[src/rtl/jtpinpon_vram_arb.sv]
// Time-division arbiter sharing one synchronous VRAM among the Z80, tilemap scanner and object scanner.
// Optional macro JTPINPON_ARB_STEAL_EN: idle video slots are handed to a pending CPU request.
module jtpinpon_vram_arb #(
    parameter int AW = 12,
    parameter int DW = 8
) (
    input  logic          clk,
    input  logic          rst,
    input  logic          cen,
    input  logic          cpu_cs,
    input  logic          cpu_wr,
    input  logic [AW-1:0] cpu_addr,
    input  logic [DW-1:0] cpu_din,
    output logic [DW-1:0] cpu_dout,
    output logic          cpu_wait,
    input  logic          scr_req,
    input  logic [AW-1:0] scr_addr,
    output logic [DW-1:0] scr_dout,
    output logic          scr_ok,
    input  logic          obj_req,
    input  logic [AW-1:0] obj_addr,
    output logic [DW-1:0] obj_dout,
    output logic          obj_ok,
    output logic [AW-1:0] ram_addr,
    output logic          ram_we,
    output logic [DW-1:0] ram_din,
    input  logic [DW-1:0] ram_dout
);

    typedef enum logic [1:0] {IDLE, ADDR, DATA} state_t;
    typedef enum logic [1:0] {OWN_SCR, OWN_CPU, OWN_OBJ} owner_t;

    state_t     state, next_state;
    owner_t     owner, slot_owner, grant_owner;
    logic [1:0] slot;
    logic       cpu_done, cpu_pend, grant, wr_lat, ram_we_q;
    logic       load_addr, capture;

    assign cpu_pend = cpu_cs & ~cpu_done;
    assign cpu_wait = cpu_pend & ~rst;
    // A write already on the bus must not reach the RAM on the edge that resets us.
    assign ram_we   = ram_we_q & ~rst;

    always_comb begin
        if (slot[0])      slot_owner = OWN_CPU;
        else if (slot[1]) slot_owner = OWN_OBJ;
        else              slot_owner = OWN_SCR;
    end

    always_comb begin
        grant_owner = slot_owner;
        case (slot_owner)
            OWN_SCR: grant = scr_req;
            OWN_OBJ: grant = obj_req;
            default: grant = cpu_pend;
        endcase
`ifdef JTPINPON_ARB_STEAL_EN
        if (!grant && cpu_pend) begin
            grant       = 1'b1;
            grant_owner = OWN_CPU;
        end
`endif
    end

    always_ff @(posedge clk) begin
        if (rst) slot <= 2'd0;
        else if (cen) slot <= slot + 2'd1;
    end

    always_ff @(posedge clk) begin
        if (rst) state <= IDLE;
        else     state <= next_state;
    end

    always_comb begin
        next_state = state;
        case (state)
            IDLE:    if (cen && grant) next_state = ADDR;
            ADDR:    next_state = DATA;
            DATA:    next_state = IDLE;
            default: next_state = IDLE;
        endcase
    end

    always_comb begin
        load_addr = (state == IDLE) && cen && grant;
        capture   = (state == DATA);
    end

    always_ff @(posedge clk) begin
        if (rst) begin
            owner    <= OWN_SCR;
            wr_lat   <= 1'b0;
            ram_addr <= '0;
            ram_din  <= '0;
            ram_we_q <= 1'b0;
            scr_ok   <= 1'b0;
            obj_ok   <= 1'b0;
            scr_dout <= '0;
            obj_dout <= '0;
            cpu_dout <= '0;
            cpu_done <= 1'b0;
        end else begin
            ram_we_q <= 1'b0;
            scr_ok   <= 1'b0;
            obj_ok   <= 1'b0;
            if (load_addr) begin
                owner    <= grant_owner;
                wr_lat   <= cpu_wr;
                ram_din  <= cpu_din;
                ram_we_q <= (grant_owner == OWN_CPU) && cpu_wr;
                case (grant_owner)
                    OWN_SCR: ram_addr <= scr_addr;
                    OWN_OBJ: ram_addr <= obj_addr;
                    default: ram_addr <= cpu_addr;
                endcase
            end
            // cpu_done holds off cpu_wait until the CPU releases its chip select.
            if (capture) begin
                case (owner)
                    OWN_SCR: begin
                        scr_dout <= ram_dout;
                        scr_ok   <= 1'b1;
                    end
                    OWN_OBJ: begin
                        obj_dout <= ram_dout;
                        obj_ok   <= 1'b1;
                    end
                    default: begin
                        if (!wr_lat) cpu_dout <= ram_dout;
                        cpu_done <= 1'b1;
                    end
                endcase
            end else if (!cpu_cs) begin
                cpu_done <= 1'b0;
            end
        end
    end

endmodule

[config.mk]
export PLATFORM = sky130hd
export DESIGN_NAME = jtpinpon_vram_arb
export DESIGN_NICKNAME = d
export VERILOG_FILES = /design/src/rtl/jtpinpon_vram_arb.sv
export SDC_FILE = /design/constraint.sdc
export NUM_CORES = 1
export LEC_CHECK = 0
export ABC_AREA = 1
export ABC_CLOCK_PERIOD_IN_PS = 1500
export CORE_MARGIN = 3
export CORE_UTILIZATION = 37
export DETAILED_ROUTE_END_ITERATION = 8
export PLACE_DENSITY = 0.73
export SYNTH_ARGS = -nofsm -noshare
export SYNTH_HDL_FRONTEND = slang
export SYNTH_SLANG_ARGS = --single-unit
[constraint.sdc]
create_clock -name clk -period 1.5 [get_ports clk]
set_clock_uncertainty 0.15 [all_clocks]
set_input_delay 0.375 -clock clk [delete_from_list [all_inputs] [get_ports clk]]
set_output_delay 0.375 -clock clk [all_outputs]
set_load 0.02 [all_outputs]
* Word level (Yosys, flattened, before mapping)
Cells that the tools add are included.
** Word-level totals
- Bits in registers :: 55
- Input bits :: 59
- Output and inout port bits :: 48
- Logic and storage cells :: 56
** Cells by class
- Add/sub/neg operators :: 1
- Equal/unequal tests :: 8
- Multiplexer cells :: 11
- Bitwise gates (word level) :: 9
- Reduce and logical (&&, ||, !) cells :: 14
** Operator list (number)
- one-hot mux 12 bit (2 select lines) :: 1
- == test 2 bit, second input constant :: 3
- logical NOT 2 bit :: 3
- two-way mux 2 bit :: 3
- NOT 1 bit :: 6
- AND reduction 2 bit :: 3
- OR reduction 2 bit :: 3
- two-way mux 1 bit :: 5
- == test 2 x 1 -> 1 bit, second input constant :: 2
- logical AND 1 bit :: 4
- inequality test 2 bit, second input constant :: 2
- one-hot mux 2 bit (2 select lines) :: 1
- AND 1 bit :: 3
- AND reduction 3 bit :: 1
- adder 2 x 1 -> 2 bit, second input constant :: 1
- inequality test 2 x 1 -> 1 bit, second input constant :: 1
- one-hot mux 1 bit (2 select lines) :: 1

* Longest topological paths before layout
Gate-level depths: netlist of the first run.
- Depth in word-level cells :: 7
- Depth in mapped cells :: 10
- Depth with buffers taken out :: 9

* Worst setup path before layout of the first run
No wires, ideal clock.
- Path type :: register -> register
- Start point :: register slot[0]
- End point :: register ram_addr[10]
- Library setup time :: 0.113 ns
- Arrival time :: 1.292 ns
- Data required time :: 1.237 ns
- Slack :: -0.055 ns
- Stages on the path, launching flop included :: 10
- Buffers on the path :: 1
- Period minus slack after synthesis :: 1.555 ns
- Cell sequence :: dfxtp_1 inv_1 ha_1 nor2_2 nand2_2 nand3_4 buf_6 nand2_1 nand2_1 nor2_1
** Between the ends
- Cells in the longest elaborated chain, start to end :: 4
- Elaborated cells on any way between the ends :: 6
- Classes of those cells :: eq/ne (1); mux (3); reduce/logical (2)
** RTL lines
- start, declared :: RTL line 35 : logic [1:0] slot;
- start signal, assigned :: RTL line 67 : else if (cen) slot <= slot + 2'd1;
- two-way mux 2 bit (*) :: RTL line 45 : if (slot[0]) slot_owner = OWN_CPU;
- == test 2 bit / logical NOT 2 bit (equally long branches) :: RTL line 52, 112
- one-hot mux 1 bit (2 select lines) :: RTL line 52 : case (slot_owner)
- logical AND 1 bit :: RTL line 86 : load_addr = (state == IDLE) && cen && grant;
- end signal, assigned :: RTL line 113 : OWN_SCR: ram_addr <= scr_addr;
- end signal, assigned :: RTL line 114 : OWN_OBJ: ram_addr <= obj_addr;
- end signal, assigned :: RTL line 115 : default: ram_addr <= cpu_addr;
- end, declared :: RTL line 24 : output logic [AW-1:0] ram_addr,
Mark *: on every way between the ends. The rest lies on a longest branch, timed or not.
A chain may end at the register's enable or synchronous reset.

* Worst setup path after layout of the first run
- Start point :: register slot[1]
- End point :: register ram_addr[2]
** Between the ends
- Cells in the longest elaborated chain, start to end :: 5
- Elaborated cells on any way between the ends :: 7
- Classes of those cells :: eq/ne (1); mux (4); reduce/logical (2)
** RTL lines
- two-way mux 2 bit (*) :: RTL line 46 : else if (slot[1]) slot_owner = OWN_OBJ;
- two-way mux 2 bit (*) :: RTL line 45
- == test 2 bit / logical NOT 2 bit (equally long branches) :: RTL line 52, 112
- one-hot mux 1 bit (2 select lines) :: RTL line 52
- logical AND 1 bit :: RTL line 86
Marks and branches as above.

==> results.txt, run 1 <==
----------------------------------------------------
[Yosys]
  Gate count of the mapped netlist ... 350
  Synthesized net count ... around 410
  Unique masters post-synth ... 21
  Post-synthesis sequential area ratio ... 46.3%
  Average cell area after synthesis ... 6.80 um^2
  Number of register bits inferred by synthesis ... 55
  Post-Syn Area ... 2380 um^2
  Number of synthesis warnings ... 0

[Floorplan]
  Std cell rows ... 28
  I/O pin count ... 107
  Effective utilization at floorplan ... 39.2%
  Floorplan core area ... ~6000 um^2
  Chip Width ... 86.2 um
  Die span in y ... 86.2 um
  Total die area ... 7430 um^2

[STA]
  Worst hold slack across all endpoints ... ~310 ps
  Final hold violation count ... 0
  Transition at the pin with the smallest max-transition slack ... about 230 ps
  Setup repair after global routing missed its margin ... yes
  Headroom to the max-slew limit ... 84.6%
  Worst Setup Slack, final ... -80.0 ps
  Period Utilization, post-route ... 105%
  Max Transition Viols Final ... 0
  Total of endpoints with negative setup slack in the final report ... 23
  F_max ... 633 MHz
  Time the worst path needs with I/O delays and setup ... 1580 ps

[Critical path]
  Required time reported for the critical path endpoint ... 1600 ps
  CP most frequent cell ... nand3_4
  Worst path max stage delay ... 350 ps
  CP Capture Type ... register
  Endpoint arrival time on the critical path ... 1680 ps
  Maximum fanout count along the critical path ... 6
  Cells along the critical path ... buf_6, ha_4, inv_2, nand2_2, nand3_4, nand3_4, clkbuf_16, nand2_4, nand2_1, nor2_1
  Worst setup path category ... register to register
  Library cell contributing the largest single delay on the critical path ... dfxtp_2
  Startpoint types ... register

[Global route]
  Global-route usage over all layers ... about 17%
  Largest net degree at the start of global routing ... 38
  Vias in the first global route ... 2,403
  GRT overflow ... 0
  First-pass GRT wire length ... 10,600 um
  Initial antenna violation count ... 0

[Hold path]
  Classification of the worst-slack hold path ... register to register

[Final layout]
  Total of fill cells in the finished design ... 600
  Number of diodes added for antenna fixing ... 0
  Area of all placed cells without fillers ... 3750 um^2
  Combined flip-flop and latch cell area ... 1100 um^2
  Area of the multi-input gates ... 1170 um^2
  Layout overhead on the synthesized area ... 57.7%
  Nets ... 535
  Proportion of layout cells with a drive suffix above 1 ... between 20% and 30%

[Pwr]
  Peak VDD IR ... 0.000583 V
  Overall power after layout ... 3470 uW
  PD cells ... 924 nW/um^2
  Leakage ... 0.00175 uW

[Placement]
  Placed inst area ... around 3600 um^2
  Setup slack after placement ... -678 ps
  Estimated wirelength of the detail-placed design ... 5090 um
  Buffers on Ports ... 106
  Final RePlAce weighted congestion ... just under 0.8

[CTS]
  Root buffer cell ... clkbuf_8
  Number of clock buffers inserted by TritonCTS ... 5
  TritonCTS Sinks ... 55
  Number of levels in the clock H-tree ... 2
  Worst-case clock buffer depth ... 2
  Register clock-pin slew on the reported worst setup and hold paths ... 90 ps
  Latest clock arrival within the worst-skew pair ... 310 ps
  TritonCTS clock tree ... done
  Number of hold buffers added after CTS ... 0

[Outcome]
  Outcome ... finished with violations
  Violations in the final reports ... setup timing

[Flow run]
  Reported max-cap violation count ... 0

[Routing]
  Vias/cell ... 4.72
  DRC violations left ... 0
  Initial detailed-routing violation count ... 70
  Routed len/inst ... 12.7 um
  DRT Wirelength ... 6990 um
  Vias after detailed routing ... 2,594
  DRT antenna net count ... 0
  First-pass DRT Iterations ... 4

----------------------------------------------------
## kinds of logic after synthesis
kind of cell	count (synthesis)	share of synthesized area [%]
simple gates	211	36.8
flops	55	46.3
fa+ha+maj	3	1.58
buf+inv	50	8.84
compound gates	31	6.52
## cell usage in the layout, fill, tap and decap left out, types with 3 or more instances in the layout
master / Yosys / final
clkdlybuf4s15_2: 0 / 10
dfxtp_1: 55 / 52
dfxtp_2: 0 / 3
nor2_2: 3 / 9
o21ai_0: 27 / 27
nand2_1: 79 / 70
clkbuf_8: 0 / 6
inv_1: 34 / 28
inv_2: 2 / 6
buf_2: 9 / 6
nand3_1: 13 / 13
clkdlybuf4s50_1: 0 / 56
a21oi_1: 4 / 4
nand2_2: 1 / 8
nand4_1: 11 / 11
buf_6: 1 / 3
nor2_1: 100 / 91
buf_4: 1 / 19
clkbuf_2: 0 / 29
nor2_4: 1 / 4
## critical path: cells and delay by family (launching register included)
kind,cells,cell delay [ps]
adder cells (fa/ha/maj),1,170
flip-flops,1,350
buffers and inverters,3,380
AND/OR/NAND/NOR,6,460
## synthesized netlist by cell type
cell type,count,area share (%)
buf_4,1,0.32
buf_2,9,1.9
nand2_1,79,12
nand4_1,11,2.9
dfxtp_1,55,46
nand3_1,13,2.7
buf_1,1,0.16
inv_1,34,5.4
nand3_4,1,0.74
clkbuf_1,2,0.32
buf_6,1,0.47
o21ai_0,27,5.7
nand2_2,1,0.26
nand3_2,1,0.42
a21oi_1,4,0.84
inv_2,2,0.32
nor3_1,1,0.21
nor2_2,3,0.79
nor2_4,1,0.47
ha_1,3,1.6
nor2_1,100,16
## path summary, 6_finish.rpt
check | from | end | slack, ps | cells after the start
setup / recovery | slot[1]$_SDFFE_PP0P_ | ram_addr[2]$_SDFFE_PP0P_ | -80 | 10
hold / removal | state[1]$_SDFFE_PP0P_ | state[1]$_SDFFE_PP0P_ | 310 | 1
setup reg to reg | slot[1]$_SDFFE_PP0P_ | ram_addr[2]$_SDFFE_PP0P_ | -80 | 10
hold reg to reg | state[1]$_SDFFE_PP0P_ | state[1]$_SDFFE_PP0P_ | 310 | 1
## registers in the layout, indices dropped and copies added (netlist names)
| name | cells |
|---|---|
| cpu_done | 1 |
| cpu_dout | 8 |
| obj_dout | 8 |
| obj_ok | 1 |
| owner | 2 |
| ram_addr | 12 |
| ram_din | 8 |
| ram_we_q | 1 |
| scr_dout | 8 |
| scr_ok | 1 |
| slot | 2 |
| state | 2 |
| wr_lat | 1 |
## layout make-up
class,count,area share [%]
Timing Repair Buffer,130,30.5
Sequential cell,55,29.5
Clock inverter,2,0.434
Tap cell,75,2.50
Clock buffer,6,2.20
Inverter,36,3.74
Multi-Input combinational cell,245,31.2
## per-layer routing
metal | track usage [%] | part of all wire (%) | vias to the layer above
li1 | - | - | 1329
met1 | 19.2 | 41 | 1163
met2 | 30.6 | 47 | 92
met3 | 7.79 | 11 | 10
met4 | 4.39 | 0.94 | 0
met5 | 0 | 0 | -
## timing repair
action / 4_1_cts / 5_1_grt
gates cloned: 0 / 3
setup endpoints to repair: 71 / 80
hold endpoints to repair: 0 / 0
gates resized for setup: 121 / 70
pin swaps: 2 / 15
buffers inserted: 1 / 2
## where the power goes
part | internal, uW | switching (uW) | total [uW]
Combinational | 463 | 527 | 990
Clock | 378 | 485 | 862
Sequential | 1560 | 56.5 | 1610
## per-stage QoR
step	utilization [%]	TNS, ps	cells
floorplan	-	0	350
global placement	60.2	-15450	535
detailed placement	60.2	-17140	535
CTS	62.2	-368	544
global route	61.9	-2760	549
finish	61.9	-899	549
No activity file was read; power rests on OpenSTA's default activity.
==> run 2: changes to the inputs <==
--- a/config.mk
+++ b/config.mk
@@ -6,8 +6,6 @@
 export NUM_CORES = 1
 export LEC_CHECK = 0
 export ABC_AREA = 1
-export ABC_CLOCK_PERIOD_IN_PS = 1500
-export CORE_MARGIN = 3
 export CORE_UTILIZATION = 37
 export DETAILED_ROUTE_END_ITERATION = 8
 export PLACE_DENSITY = 0.73
==> results.txt, run 2 (synthesis results as in run 1) <==
----------------------------------------------------
[Outcome]
  Outcome ... finished with violations
  Violations in the final reports ... setup timing

[Critical path]
  Maximum fanout count along the critical path ... 5 (-1)
  Endpoint arrival time on the critical path ... 1600 ps (-80 ps)
  Worst Reg-to-Reg Cells ... 9 (-1)
  FF-to-FF setup slack ... -30 ps (+50 ps)
  Worst setup path category ... register to register
  R2r startpoint ... slot[1]$_SDFFE_PP0P_
  Source of the critical timing path ... slot[1]$_SDFFE_PP0P_
  FF-to-FF End ... owner[0]$_SDFFE_PP0P_
  Startpoint types ... register
  CP Capture Type ... register
  Required time reported for the critical path endpoint ... 1560 ps (-40 ps)

[Floorplan]
  Floorplan core area ... 6060 um^2 (unchanged)
  Total die area ... 6750 um^2 (-9.1%)
  Chip Width ... 82.2 um (-4.6%)
  I/O pin count ... 107 (unchanged)
  Effective utilization at floorplan ... 39.2% (unchanged)
  Std cell rows ... 28 (unchanged)
  Die span in y ... 82.2 um (-4.6%)

[Routing]
  First-pass DRT Iterations ... 4 (unchanged)
  Vias/cell ... 4.65 (-1.6%)
  DRC violations left ... 0 (unchanged)
  Vias after detailed routing ... 2,538 (-2.2%)
  Initial detailed-routing violation count ... 48 (-31%)
  Routed len/inst ... 12.0 um (-6.0%)
  DRT antenna net count ... 0 (unchanged)
  DRT Wirelength ... 6530 um (-6.5%)

[Hold path]
  Cell depth of the worst hold path ... 1 (unchanged)
  Classification of the worst-slack hold path ... register to register
  Worst hold path endpoint ... state[1]$_SDFFE_PP0P_
  Hold wc startpoint ... state[1]$_SDFFE_PP0P_

[STA]
  Final hold violation count ... 0 (unchanged)
  Worst hold slack across all endpoints ... 304 ps (-2.56 ps)
  Time the worst path needs with I/O delays and setup ... 1530 ps (-48.2 ps)
  Headroom to the max-slew limit ... 85.6% (+1.0 points)
  Worst Setup Slack, final ... -31.8 ps (+48.2 ps)
  Transition at the pin with the smallest max-transition slack ... 216 ps (-15.0 ps)
  F_max ... 653 MHz (+3.1%)
  Setup repair after global routing missed its margin ... yes
  Max Transition Viols Final ... 0 (unchanged)
  Total of endpoints with negative setup slack in the final report ... 15 (-35%)
  Period Utilization, post-route ... 102% (-3.2 points)

[Flow run]
  Reported max-cap violation count ... 0 (unchanged)

[CTS]
  Number of levels in the clock H-tree ... 2 (unchanged)
  TritonCTS clock tree ... done
  Number of clock buffers inserted by TritonCTS ... 5 (unchanged)
  Root buffer cell ... clkbuf_8
  Worst-case clock buffer depth ... 2 (unchanged)
  Latest clock arrival within the worst-skew pair ... 310 ps (about the same)
  Register clock-pin slew on the reported worst setup and hold paths ... 100 ps (about the same)
  TritonCTS Sinks ... 55 (unchanged)
  Number of hold buffers added after CTS ... 0 (unchanged)

[Final layout]
  Post-route core utilization ... 62.4% (+0.56 points)
  Number of flip-flops in the largest register ... 12 (unchanged)
  Post-layout instance count excluding filler cells ... 546 (-0.55%)
  Nets ... 532 (-0.56%)
  Most frequent cells in the layout ... 89 x nor2_1, 73 x nand2_1, 56 x clkdlybuf4s50_1
  Proportion of layout cells with a drive suffix above 1 ... 24.2% (-0.48 points)
  Register bank with the most flops ... ram_addr
  Number of diodes added for antenna fixing ... 0 (unchanged)
  Most common cell after layout, fill and taps aside ... nor2_1
  Layout overhead on the synthesized area ... 59.1%

[Pwr]
  Fraction of power consumed by combinational cells ... 28.2% (-0.4 points)
  Total net switching power ... 1080 uW (+1.6%)
  Leakage ... 0.00174 uW (-0.29%)
  Design internal power ... 2400 uW (+0.13%)
  Peak VDD IR ... 0.000575 V (-1.4%)
  Switching fraction of total power ... 31.1% (+0.30 points)
  Clock power frac ... 25.4% (+0.5 points)
  PD cells ... 921 nW/um^2 (-0.33%)
  Sequential power share ... 46.5% (about the same)

[Global route]
  Global-route usage over all layers ... 19.3% (+1.9 points)
  GRT overflow ... 0 (unchanged)
  Initial antenna violation count ... 0 (unchanged)
  Largest net degree at the start of global routing ... 38 (unchanged)
  Vias in the first global route ... 2,333 (-2.9%)
  First-pass GRT wire length ... 9980 um (-6.2%)

[Placement]
  Estimated wirelength of the detail-placed design ... 4760 um (-6.6%)
  Post-Place Cells ... 533 (-0.37%)
  Setup slack after placement ... -664 ps (+13.7 ps)
  Final RePlAce weighted congestion ... 0.811 (+4.3%)
  Buffers on Ports ... 106 (unchanged)

----------------------------------------------------
## run 2: cell count changes in the layout (fill, tap and decap cells not counted), sizes merged
cell,before,now
clkbuf,37,23
clkinv,1,2
clkdlybuf4s15,11,19
buf,30,32
## run 2: area by class of cell
| cell class | count | area [um^2] |
|---|---|---|
| Inverter | 36 | 150 |
| Multi-Input combinational cell | 245 | 1180 |
| Fill cell | 568 | 2280 |
| Tap cell | 75 | 93.8 |
| Sequential cell | 55 | 1110 |
| Clock inverter | 2 | 16.3 |
| Timing Repair Buffer | 126 | 1150 |
| Timing Repair inverter | 1 | 11.3 |
| Clock buffer | 6 | 82.6 |
## run 2: worst max-delay path by stage
stage,end,slack (ps),cells past startpoint
CTS,ram_addr[2]$_SDFFE_PP0P_,-10,9
detailed placement,ram_we,-660,3
floorplan,ram_addr[10]$_SDFFE_PP0P_,10,9
global placement,ram_we,-670,3
finish,owner[0]$_SDFFE_PP0P_,-30,9
global route,ram_addr[4]$_SDFFE_PP0P_,-110,9
## run 2: critical path, stage by stage, from the launching register on
cell	delay (ps)
dfxtp_2	350
buf_6	110
ha_4	170
nor2_4	120
nand2_4	80
nand3_4	110
buf_12	140
clkinv_8	70
nor2_4	100
nor2_2	40
## run 2: per-stage QoR
step / cell area [um^2] / total power (uW) / setup TNS, ps
2_1_floorplan: 2410 / 2130 / 0
3_3_place_gp: 3650 / 2570 / -15670
3_5_place_dp: 3650 / 2590 / -17050
4_1_cts: 3790 / 3440 / -44.9
5_1_grt: 3780 / 3690 / -1550
6_report: 3780 / 3490 / -133
## run 2: power by group through the flow
stage / clock (uW) / combinational (uW) / sequential [uW]
floorplan: 0 / 395 / 1740
global placement: 0 / 932 / 1640
detailed placement: 0 / 949 / 1640
CTS: 905 / 927 / 1610
global route: 963 / 1090 / 1630
finish: 884 / 981 / 1620
## run 2: layer usage
layer  wire, um  global-route usage [%]  part of all wire [%]  up-vias
met5          0                       0                     0        -
li1           -                       -                     -     1319
met1       2700                    21.0                    41     1119
met3        727                    7.58                    11        5
met4         51                    4.74                  0.78        0
met2       3050                    35.0                    47       95
## run 2: timing repair
action                     in CTS  in global routing
pin swaps                       1                  5
gates cloned                    0                  2
setup endpoints to repair      61                 72
gates resized for setup       135                 65
buffers inserted                1                  2
